--- src/rtl/sdram_arbiter_if.sv ---
// Bundles the instruction-L1, data-L1 and SDRAM-controller buses around sdram_arbiter.
// The slave modport is the arbiter's view. The master modport is the caches' and controller's view.
interface sdram_arbiter_if #(
    parameter int ADDR_WIDTH = 32,
    parameter int DATA_WIDTH = 32
);
    logic [ADDR_WIDTH-1:0] i_addr;
    logic [DATA_WIDTH-1:0] i_data;
    logic                  i_we;
    logic                  i_start;
    logic [DATA_WIDTH-1:0] i_q;
    logic                  i_done;

    logic [ADDR_WIDTH-1:0] d_addr;
    logic [DATA_WIDTH-1:0] d_data;
    logic                  d_we;
    logic                  d_start;
    logic [DATA_WIDTH-1:0] d_q;
    logic                  d_done;

    logic [ADDR_WIDTH-1:0] sdc_addr;
    logic [DATA_WIDTH-1:0] sdc_data;
    logic                  sdc_we;
    logic                  sdc_start;
    logic [DATA_WIDTH-1:0] sdc_q;
    logic                  sdc_done;

    modport slave (
        input  i_addr, i_data, i_we, i_start,
        output i_q, i_done,
        input  d_addr, d_data, d_we, d_start,
        output d_q, d_done,
        output sdc_addr, sdc_data, sdc_we, sdc_start,
        input  sdc_q, sdc_done
    );

    modport master (
        output i_addr, i_data, i_we, i_start,
        input  i_q, i_done,
        output d_addr, d_data, d_we, d_start,
        input  d_q, d_done,
        input  sdc_addr, sdc_data, sdc_we, sdc_start,
        output sdc_q, sdc_done
    );
endinterface

--- src/rtl/sdram_arbiter.sv ---
// Two-master (I-L1 / D-L1) arbiter onto one SDRAM controller bus, with one transaction in flight.
// Define ARB_ROUND_ROBIN_EN for round-robin on simultaneous requests; by default the data L1 wins.
//
// state   | meaning
// IDLE    | no transaction; waiting for i_start / d_start
// GRANT_I | instruction L1 owns the controller, sdc_* latched
// GRANT_D | data L1 owns the controller, sdc_* latched
// RELEASE | done-pulse cycle; requester drops start, no new grant
module sdram_arbiter #(
    parameter int ADDR_WIDTH = 32,
    parameter int DATA_WIDTH = 32
) (
    input  logic           clk,
    input  logic           reset,
    sdram_arbiter_if.slave bus
);
    typedef enum logic [1:0] {IDLE, GRANT_I, GRANT_D, RELEASE} state_t;

    state_t                state_q, state_d;
    logic [ADDR_WIDTH-1:0] sdc_addr_q, sdc_addr_d;
    logic [DATA_WIDTH-1:0] sdc_data_q, sdc_data_d;
    logic                  sdc_we_q, sdc_we_d;
    logic                  sdc_start_q, sdc_start_d;
    logic [DATA_WIDTH-1:0] i_q_q, i_q_d;
    logic [DATA_WIDTH-1:0] d_q_q, d_q_d;
    logic                  i_done_q, i_done_d;
    logic                  d_done_q, d_done_d;
    logic                  win_is_d;
`ifdef ARB_ROUND_ROBIN_EN
    logic                  last_grant_q, last_grant_d;   // 1 = data L1
`endif

    always_comb begin
`ifdef ARB_ROUND_ROBIN_EN
        if (bus.i_start && bus.d_start) win_is_d = ~last_grant_q;
        else                            win_is_d = bus.d_start;
`else
        win_is_d = bus.d_start;
`endif
    end

    always_comb begin
        state_d     = state_q;
        sdc_addr_d  = sdc_addr_q;
        sdc_data_d  = sdc_data_q;
        sdc_we_d    = sdc_we_q;
        sdc_start_d = sdc_start_q;
        i_q_d       = i_q_q;
        d_q_d       = d_q_q;
        i_done_d    = 1'b0;
        d_done_d    = 1'b0;
`ifdef ARB_ROUND_ROBIN_EN
        last_grant_d = last_grant_q;
`endif
        case (state_q)
            IDLE: begin
                if (bus.i_start || bus.d_start) begin
                    sdc_start_d = 1'b1;
`ifdef ARB_ROUND_ROBIN_EN
                    last_grant_d = win_is_d;
`endif
                    if (win_is_d) begin
                        state_d    = GRANT_D;
                        sdc_addr_d = bus.d_addr;
                        sdc_data_d = bus.d_data;
                        sdc_we_d   = bus.d_we;
                    end else begin
                        state_d    = GRANT_I;
                        sdc_addr_d = bus.i_addr;
                        sdc_data_d = bus.i_data;
                        sdc_we_d   = bus.i_we;
                    end
                end
            end
            GRANT_I, GRANT_D: begin
                // Requester-side changes (including a dropped start) are ignored until the controller finishes.
                if (bus.sdc_done) begin
                    if (state_q == GRANT_I) begin
                        i_done_d = 1'b1;
                        if (!sdc_we_q) i_q_d = bus.sdc_q;
                    end else begin
                        d_done_d = 1'b1;
                        if (!sdc_we_q) d_q_d = bus.sdc_q;
                    end
                    sdc_start_d = 1'b0;
                    sdc_we_d    = 1'b0;
                    sdc_addr_d  = '0;
                    sdc_data_d  = '0;
                    state_d     = RELEASE;
                end
            end
            RELEASE: state_d = IDLE;
            default: state_d = IDLE;
        endcase
    end

    always_ff @(posedge clk or negedge reset) begin
        if (!reset) begin
            state_q     <= IDLE;
            sdc_addr_q  <= '0;
            sdc_data_q  <= '0;
            sdc_we_q    <= 1'b0;
            sdc_start_q <= 1'b0;
            i_q_q       <= '0;
            d_q_q       <= '0;
            i_done_q    <= 1'b0;
            d_done_q    <= 1'b0;
        end else begin
            state_q     <= state_d;
            sdc_addr_q  <= sdc_addr_d;
            sdc_data_q  <= sdc_data_d;
            sdc_we_q    <= sdc_we_d;
            sdc_start_q <= sdc_start_d;
            i_q_q       <= i_q_d;
            d_q_q       <= d_q_d;
            i_done_q    <= i_done_d;
            d_done_q    <= d_done_d;
        end
    end

`ifdef ARB_ROUND_ROBIN_EN
    always_ff @(posedge clk or negedge reset) begin
        if (!reset) last_grant_q <= 1'b1;
        else        last_grant_q <= last_grant_d;
    end
`endif

    assign bus.sdc_addr  = sdc_addr_q;
    assign bus.sdc_data  = sdc_data_q;
    assign bus.sdc_we    = sdc_we_q;
    assign bus.sdc_start = sdc_start_q;
    assign bus.i_q       = i_q_q;
    assign bus.i_done    = i_done_q;
    assign bus.d_q       = d_q_q;
    assign bus.d_done    = d_done_q;
endmodule

--- src/flat_wrapper.sv ---
// flat-port wrapper written by rule: the top's interface ports become plain ports
module sdram_arbiter_flat 
#(
    parameter int ADDR_WIDTH = 32,
    parameter int DATA_WIDTH = 32
)
  (clk, reset, bus_i_addr, bus_i_data, bus_i_we, bus_i_start, bus_i_q, bus_i_done, bus_d_addr, bus_d_data, bus_d_we, bus_d_start, bus_d_q, bus_d_done, bus_sdc_addr, bus_sdc_data, bus_sdc_we, bus_sdc_start, bus_sdc_q, bus_sdc_done);
  sdram_arbiter_if #(.ADDR_WIDTH(ADDR_WIDTH), .DATA_WIDTH(DATA_WIDTH)) bus_i ();
  input  logic clk;
  input  logic reset;
  input wire logic [$bits(bus_i.i_addr)-1:0] bus_i_addr;
  input wire logic [$bits(bus_i.i_data)-1:0] bus_i_data;
  input wire logic [$bits(bus_i.i_we)-1:0] bus_i_we;
  input wire logic [$bits(bus_i.i_start)-1:0] bus_i_start;
  output wire logic [$bits(bus_i.i_q)-1:0] bus_i_q;
  output wire logic [$bits(bus_i.i_done)-1:0] bus_i_done;
  input wire logic [$bits(bus_i.d_addr)-1:0] bus_d_addr;
  input wire logic [$bits(bus_i.d_data)-1:0] bus_d_data;
  input wire logic [$bits(bus_i.d_we)-1:0] bus_d_we;
  input wire logic [$bits(bus_i.d_start)-1:0] bus_d_start;
  output wire logic [$bits(bus_i.d_q)-1:0] bus_d_q;
  output wire logic [$bits(bus_i.d_done)-1:0] bus_d_done;
  output wire logic [$bits(bus_i.sdc_addr)-1:0] bus_sdc_addr;
  output wire logic [$bits(bus_i.sdc_data)-1:0] bus_sdc_data;
  output wire logic [$bits(bus_i.sdc_we)-1:0] bus_sdc_we;
  output wire logic [$bits(bus_i.sdc_start)-1:0] bus_sdc_start;
  input wire logic [$bits(bus_i.sdc_q)-1:0] bus_sdc_q;
  input wire logic [$bits(bus_i.sdc_done)-1:0] bus_sdc_done;
  assign bus_i.i_addr = bus_i_addr;
  assign bus_i.i_data = bus_i_data;
  assign bus_i.i_we = bus_i_we;
  assign bus_i.i_start = bus_i_start;
  assign bus_i_q = bus_i.i_q;
  assign bus_i_done = bus_i.i_done;
  assign bus_i.d_addr = bus_d_addr;
  assign bus_i.d_data = bus_d_data;
  assign bus_i.d_we = bus_d_we;
  assign bus_i.d_start = bus_d_start;
  assign bus_d_q = bus_i.d_q;
  assign bus_d_done = bus_i.d_done;
  assign bus_sdc_addr = bus_i.sdc_addr;
  assign bus_sdc_data = bus_i.sdc_data;
  assign bus_sdc_we = bus_i.sdc_we;
  assign bus_sdc_start = bus_i.sdc_start;
  assign bus_i.sdc_q = bus_sdc_q;
  assign bus_i.sdc_done = bus_sdc_done;
  sdram_arbiter #(.ADDR_WIDTH(ADDR_WIDTH), .DATA_WIDTH(DATA_WIDTH)) u_core (.clk(clk), .reset(reset), .bus(bus_i));
endmodule
--- config.mk ---
export PLATFORM = sky130hd
export DESIGN_NAME = sdram_arbiter_flat
export DESIGN_NICKNAME = d
export VERILOG_FILES = /design/src/rtl/sdram_arbiter_if.sv /design/src/rtl/sdram_arbiter.sv /design/src/flat_wrapper.sv
export SDC_FILE = /design/constraint.sdc
export NUM_CORES = 1
export LEC_CHECK = 0
export BUFFER_PORTS_ARGS = -buffer_cell sky130_fd_sc_hd__buf_2
export CORE_ASPECT_RATIO = 1.2
export CORE_MARGIN = 2
export CORE_UTILIZATION = 47
export CTS_CLUSTER_SIZE = 24
export DETAILED_ROUTE_END_ITERATION = 7
export PLACE_DENSITY = 0.89
export SYNTH_ARGS = -nofsm -noshare
export SYNTH_HDL_FRONTEND = slang
export SYNTH_SLANG_ARGS = --single-unit
export TNS_END_PERCENT = 10
--- constraint.sdc ---
create_clock -name clk -period 2.5 [get_ports clk]
set_clock_uncertainty 0.1 [all_clocks]
set_input_delay 0.125 -clock clk [delete_from_list [all_inputs] [get_ports clk]]
set_output_delay 0.125 -clock clk [all_outputs]
set_load 0.05 [all_outputs]
* Word-level counts from Yosys, hierarchy flattened *
Index checks and enable logic that the tools add are counted.
Widths: inputs -> output; s select.

word-level totals
  register bits = 134
  input bits = 167
  output and inout port bits = 132
  logic and storage cells = 47

cells by class
  eq/ne operators = 5
  multiplexer cells = 23
  bitwise logic cells = 2
  reduce and logical (&&, ||, !) cells = 8

operators with widths
  operator            count
  $mux 32             5
  $pmux 32 s2         2
  $mux 1              10
  $reduce_and 4->1    2
  $mux 2              3
  $pmux 2 s3          1
  $eq 2x2->1 const B  2
  $pmux 1 s2          2
  $reduce_and 3->1    1
  $eq 2x1->1 const B  1
  $logic_not 2->1     1
  $ne 2x1->1 const B  1
  $ne 2x2->1 const B  1
  $not 1->1           2
  $reduce_and 2->1    1
  $reduce_bool 2->1   1
  $reduce_or 2->1     1
  $logic_or 1x1->1    1

* Depth between registers and ports, before layout *
  depth in word-level cells = 4
  depth in mapped cells = 8
  gate-level depth less buffers = 5

* Worst setup path after synthesis *
No wires, ideal clock.

  path type = reg-to-reg
  from = register u_core.state_q[0]
  to = register u_core.sdc_addr_q[12] (netlist: u_core.bus.sdc_addr[12])
  arrival time = 1.779 ns
  data required time = 2.275 ns
  slack = 0.496 ns
  stages on the path, launching flop included = 9
  path buffers = 3
  period minus slack after synthesis = 2.004 ns
  cells stage by stage = dfrtp_1 inv_1 ha_1 buf_2 nor2b_1 nor3_2 buf_6 buf_8 mux2_4

on the way
  cells in the longest elaborated chain, start to end = 4

ends and longest elaborated chain
  what                                                                     line                  source
  start, declared                                                          sdram_arbiter.sv:19   state_t state_q, state_d;
  start signal, assigned                                                   sdram_arbiter.sv:109  state_q <= state_d;
  $eq 2x2->1 / $eq 2x1->1 (equally long branches)                          sdram_arbiter.sv:55   case (state_q)
  $reduce_or 2->1                                                          sdram_arbiter.sv:55
  $ne 2x2->1 (no source line) / $reduce_bool 2->1 (equally long branches)  -
  $reduce_and 3->1 (no source line)                                        -
  end signal, assigned                                                     sdram_arbiter.sv:110  sdc_addr_q <= sdc_addr_d;
  end, declared                                                            sdram_arbiter.sv:20   logic [ADDR_WIDTH-1:0] sdc_addr_q, sdc_addr_d;

Parallel ways exist; a longest one is shown, timed or not.
A chain may end at the register's enable or synchronous reset.

* Worst setup path after layout *
  from = register u_core.state_q[0]
  to = register u_core.d_q_q[28] (netlist: u_core.bus.d_q[28])

on the way
  cells in the longest elaborated chain, start to end = 3

ends and longest elaborated chain
  what                                                 line                                      source
  $eq 2x2->1 / $eq 2x1->1 (equally long branches)      sdram_arbiter.sv:55, sdram_arbiter.sv:78
  $reduce_or 2->1 / $not 1->1 (equally long branches)  -
  $reduce_and 4->1 (no source line) (*)                -
  end signal, assigned                                 sdram_arbiter.sv:115                      d_q_q <= d_q_d;
  end, declared                                        sdram_arbiter.sv:25                       logic [DATA_WIDTH-1:0] d_q_q, d_q_d;

Every way passes the cells marked *; elsewhere a longest branch is shown, timed or not.

==> results by group <==
Status
  – Outcome: completed

Synth
  – XOR/XNOR Fraction of Synth Area: 0%
  – Syn Area/Cell: 14.0 um2
  – Compound-Gate Fraction of Synth Area: less than 1%
  – Main combinational cell family by area after synthesis: multiplexers
  – Simple-gate share of the synthesized area: 5.34%
  – Seq cells post-synth: between 100 and 150
  – Synth cell types: 22
  – Syn Nets: about 620
  – Post-Syn Instances: 449
  – Cell taking the most area after synthesis: dfrtp_1
  – Area share of fa/ha/maj cells after synthesis: 0.598%
  – Ys Warns: 0
  – Sequential fraction of the synthesis area: a little over half
  – Cell Area, Synth: 6280 um2
  – Area share of the largest cell type after synthesis: around 53%
  – Mux contribution to synthesized area: 36.9%
  – Synth top area cells: dfrtp_1 53%, mux2_2 14%, mux2_4 12%

Timing
  – Max Clk Rate: 444 MHz
  – Final Slew Violations: 0
  – Actual slew at the worst max-slew pin: approximately 660 ps
  – Final cycle utilization of the critical path: 90.0%
  – Endpoints failing hold: 0
  – RSZ-0062 raised after global routing: no
  – Setup TNS: 0 ps
  – Endpoints failing setup: 0
  – Relative slew slack: 55.9%
  – Post-layout minimum cycle time: 2250 ps
  – WHS: 7.97 ps

Clocking
  – Clk root buf: clkbuf_16
  – Longest Clk Path Bufs: 2
  – Clk slew on worst S/H paths: 60 ps
  – Cts repair resizes: 0
  – CTS Buf Count: 17
  – Clock sinks: 134
  – H-tree levels: 4
  – Clock latency at the later pin of the worst-skew pair: 410 ps
  – CTS tree: yes
  – Postcts setup bufs: 0
  – Post-cts hold buffer count: 108

Detailed routing
  – Antenna Nets Post-Route: 0
  – Drt pass-1 iters: 4
  – Routed wire length: 18600 um
  – Iteration-0 DRC count of the detailed router: 187
  – Drt drc: 0
  – Wire per inst: 18.0 um
  – Detailed-route via count: a little over 5k
  – Via-to-Cell Ratio: 5.01

Placement
  – Final Wtd Congestion: roughly 0.76
  – Port Buffers: 298
  – Post-DP HPWL: between 10000 and 15000 um

Setup path
  – Critical Path Start Type: flip-flop
  – CP Data Required Time: 2700 ps
  – WP data arrival: around 2500 ps
  – WS Path Type: flip-flop to flip-flop
  – Worst Path Max Fanout: 32
  – Crit. End Element: flip-flop

Floorplanning
  – Io pins: around 300
  – Core Area: 13100 um2
  – Initial Util: 47.8%
  – Rows: 46
  – Die H: 131 um
  – DIE AREA: 14300 um2
  – Die Width: 109 um

Global routing
  – Number of global-route vias before repair: 5595
  – Global Route Usage Sum: around a quarter
  – First-pass GRT wire length: 28200 um
  – Largest net degree at the start of global routing: 71
  – GR Overflow Total: 0
  – Initial antenna violation count: 1

Flow run
  – Maxcap violations: 0

Layout
  – Layout cell share with drive strength beyond 1: 54.4%
  – Area Growth Syn to Fin: 53.2%
  – Ant diodes: 0
  – Fin nets: 1026

Hold path
  – Hold crit path type: primary input to flip-flop

Pwr
  – PwrDens: between 1500 and 2000 nW/um2
  – Worst VDD drop: 1.22 mV
  – Pleak: 5.05 nW
-- state kept, by name, indices dropped and copies added (netlist names) --
name	count
u_core.bus.d_q	32
u_core.bus.i_q	32
u_core.bus.i_done	1
u_core.bus.sdc_start	1
u_core.state_q	2
u_core.bus.sdc_data	32
u_core.bus.sdc_we	1
u_core.bus.d_done	1
u_core.bus.sdc_addr	32
-- cell usage in the layout, fill, tap and decap left out --
cell and count:
inv_6 1, clkbuf_8 2, inv_1 4, mux2_2 79, and3_1 1, o21ai_0 3
mux2_4 50, dlygate4sd3_1 108, nand2_1 3, o21a_1 1, buf_4 8, buf_2 296
clkbuf_16 17, inv_8 1, buf_6 1, nor2b_1 1, nand3b_1 1, bufinv_16 2
nor3b_4 1, clkinv_2 1, clkinvlp_4 1, mux2_1 2, ha_1 2, clkinv_4 6
nor2_1 69, nor3_4 2, buf_12 4, nand2b_1 1, dfrtp_1 134, clkbuf_1 1
mux2i_1 65, ha_2 1
-- critical path, stage by stage (launching register included) --
cell and delay (ps):
dfrtp_1 370, inv_1 70, ha_2 350, buf_4 280, nand2_1 150, nor3_4 170, buf_12 240, mux2_2 380
-- cell type report --
| type | count | area, um2 |
|---|---|---|
| fill | 846 | 3500 |
| sequential | 134 | 3350 |
| multi-input combinational | 282 | 2720 |
| timing repair buffer | 417 | 2710 |
| clock buffer | 20 | 457 |
| tap | 168 | 210 |
| clock inverter | 12 | 145 |
| inverter | 4 | 15.0 |
-- cells in the mapped netlist --
cell type,number
mux2i_1,65
nor3b_4,1
and3_1,1
dfrtp_1,134
nor2_1,69
buf_8,5
buf_2,15
buf_4,2
nand3b_1,1
nor2b_1,1
mux2_1,2
mux2_4,50
o21a_1,1
clkbuf_1,6
inv_1,4
nand2b_1,1
o21ai_0,3
mux2_2,79
ha_1,3
nor3_2,2
buf_6,1
nand2_1,3
-- metal layers --
layer  vias up  track usage [%]  part of all wire [%]  wire [um]
met1      2547             27.4                    35       6550
met5         -                0                 0.070         13
met2       220             48.9                    55      10200
met4         2             12.1                   3.3        613
li1       2374                -                     -          -
met3        49             7.49                   6.7       1240
-- report_power, final --
part	leakage [nW]	switching, W	internal (W)
sequential	1.66	0.000561	0.00322
combinational	3.10	0.00595	0.00338
clock	0.293	0.000962	0.00154
total	5.05	0.00748	0.00814
-- through the flow --
step / std cells / util, % / power [W] / setup slack [ps] / cell area, um2
6_report: 1037 / 73.3 / 0.0156 / 250 / 9620
5_1_grt: 1037 / 73.3 / 0.0163 / 125 / 9620
4_1_cts: 1037 / 73.3 / 0.0156 / 267 / 9620
3_5_place_dp: 897 / 60.5 / 0.0129 / 282 / 7940
3_3_place_gp: 897 / 60.5 / 0.0126 / 342 / 7940
2_1_floorplan: 449 / - / 0.0110 / 496 / 6280
-- logic make-up after synthesis --
family / after synthesis
adders and majority gates: 3
muxes: 196
AOI/OAI and AO/OA: 4
and+or+nand+nor: 79
DFF: 134
buffers and inverters: 33
-- final timing paths --
kind                                    from                 endpoint  slack (ps)  depth (start not counted)
max                        u_core.state_q[0]       u_core.bus.d_q[28]         250                          7
min                           bus_d_data[13]  u_core.bus.sdc_data[13]           8                          4
max reg2reg                u_core.state_q[0]       u_core.bus.d_q[28]         250                          7
min reg2reg                u_core.bus.d_q[9]        u_core.bus.d_q[9]         390                          1
max in group asynchronous              reset  u_core.bus.sdc_addr[25]        1400                          3
min in group asynchronous              reset       u_core.bus.i_q[11]         190                          2
Power figures use the tool's default switching activity.
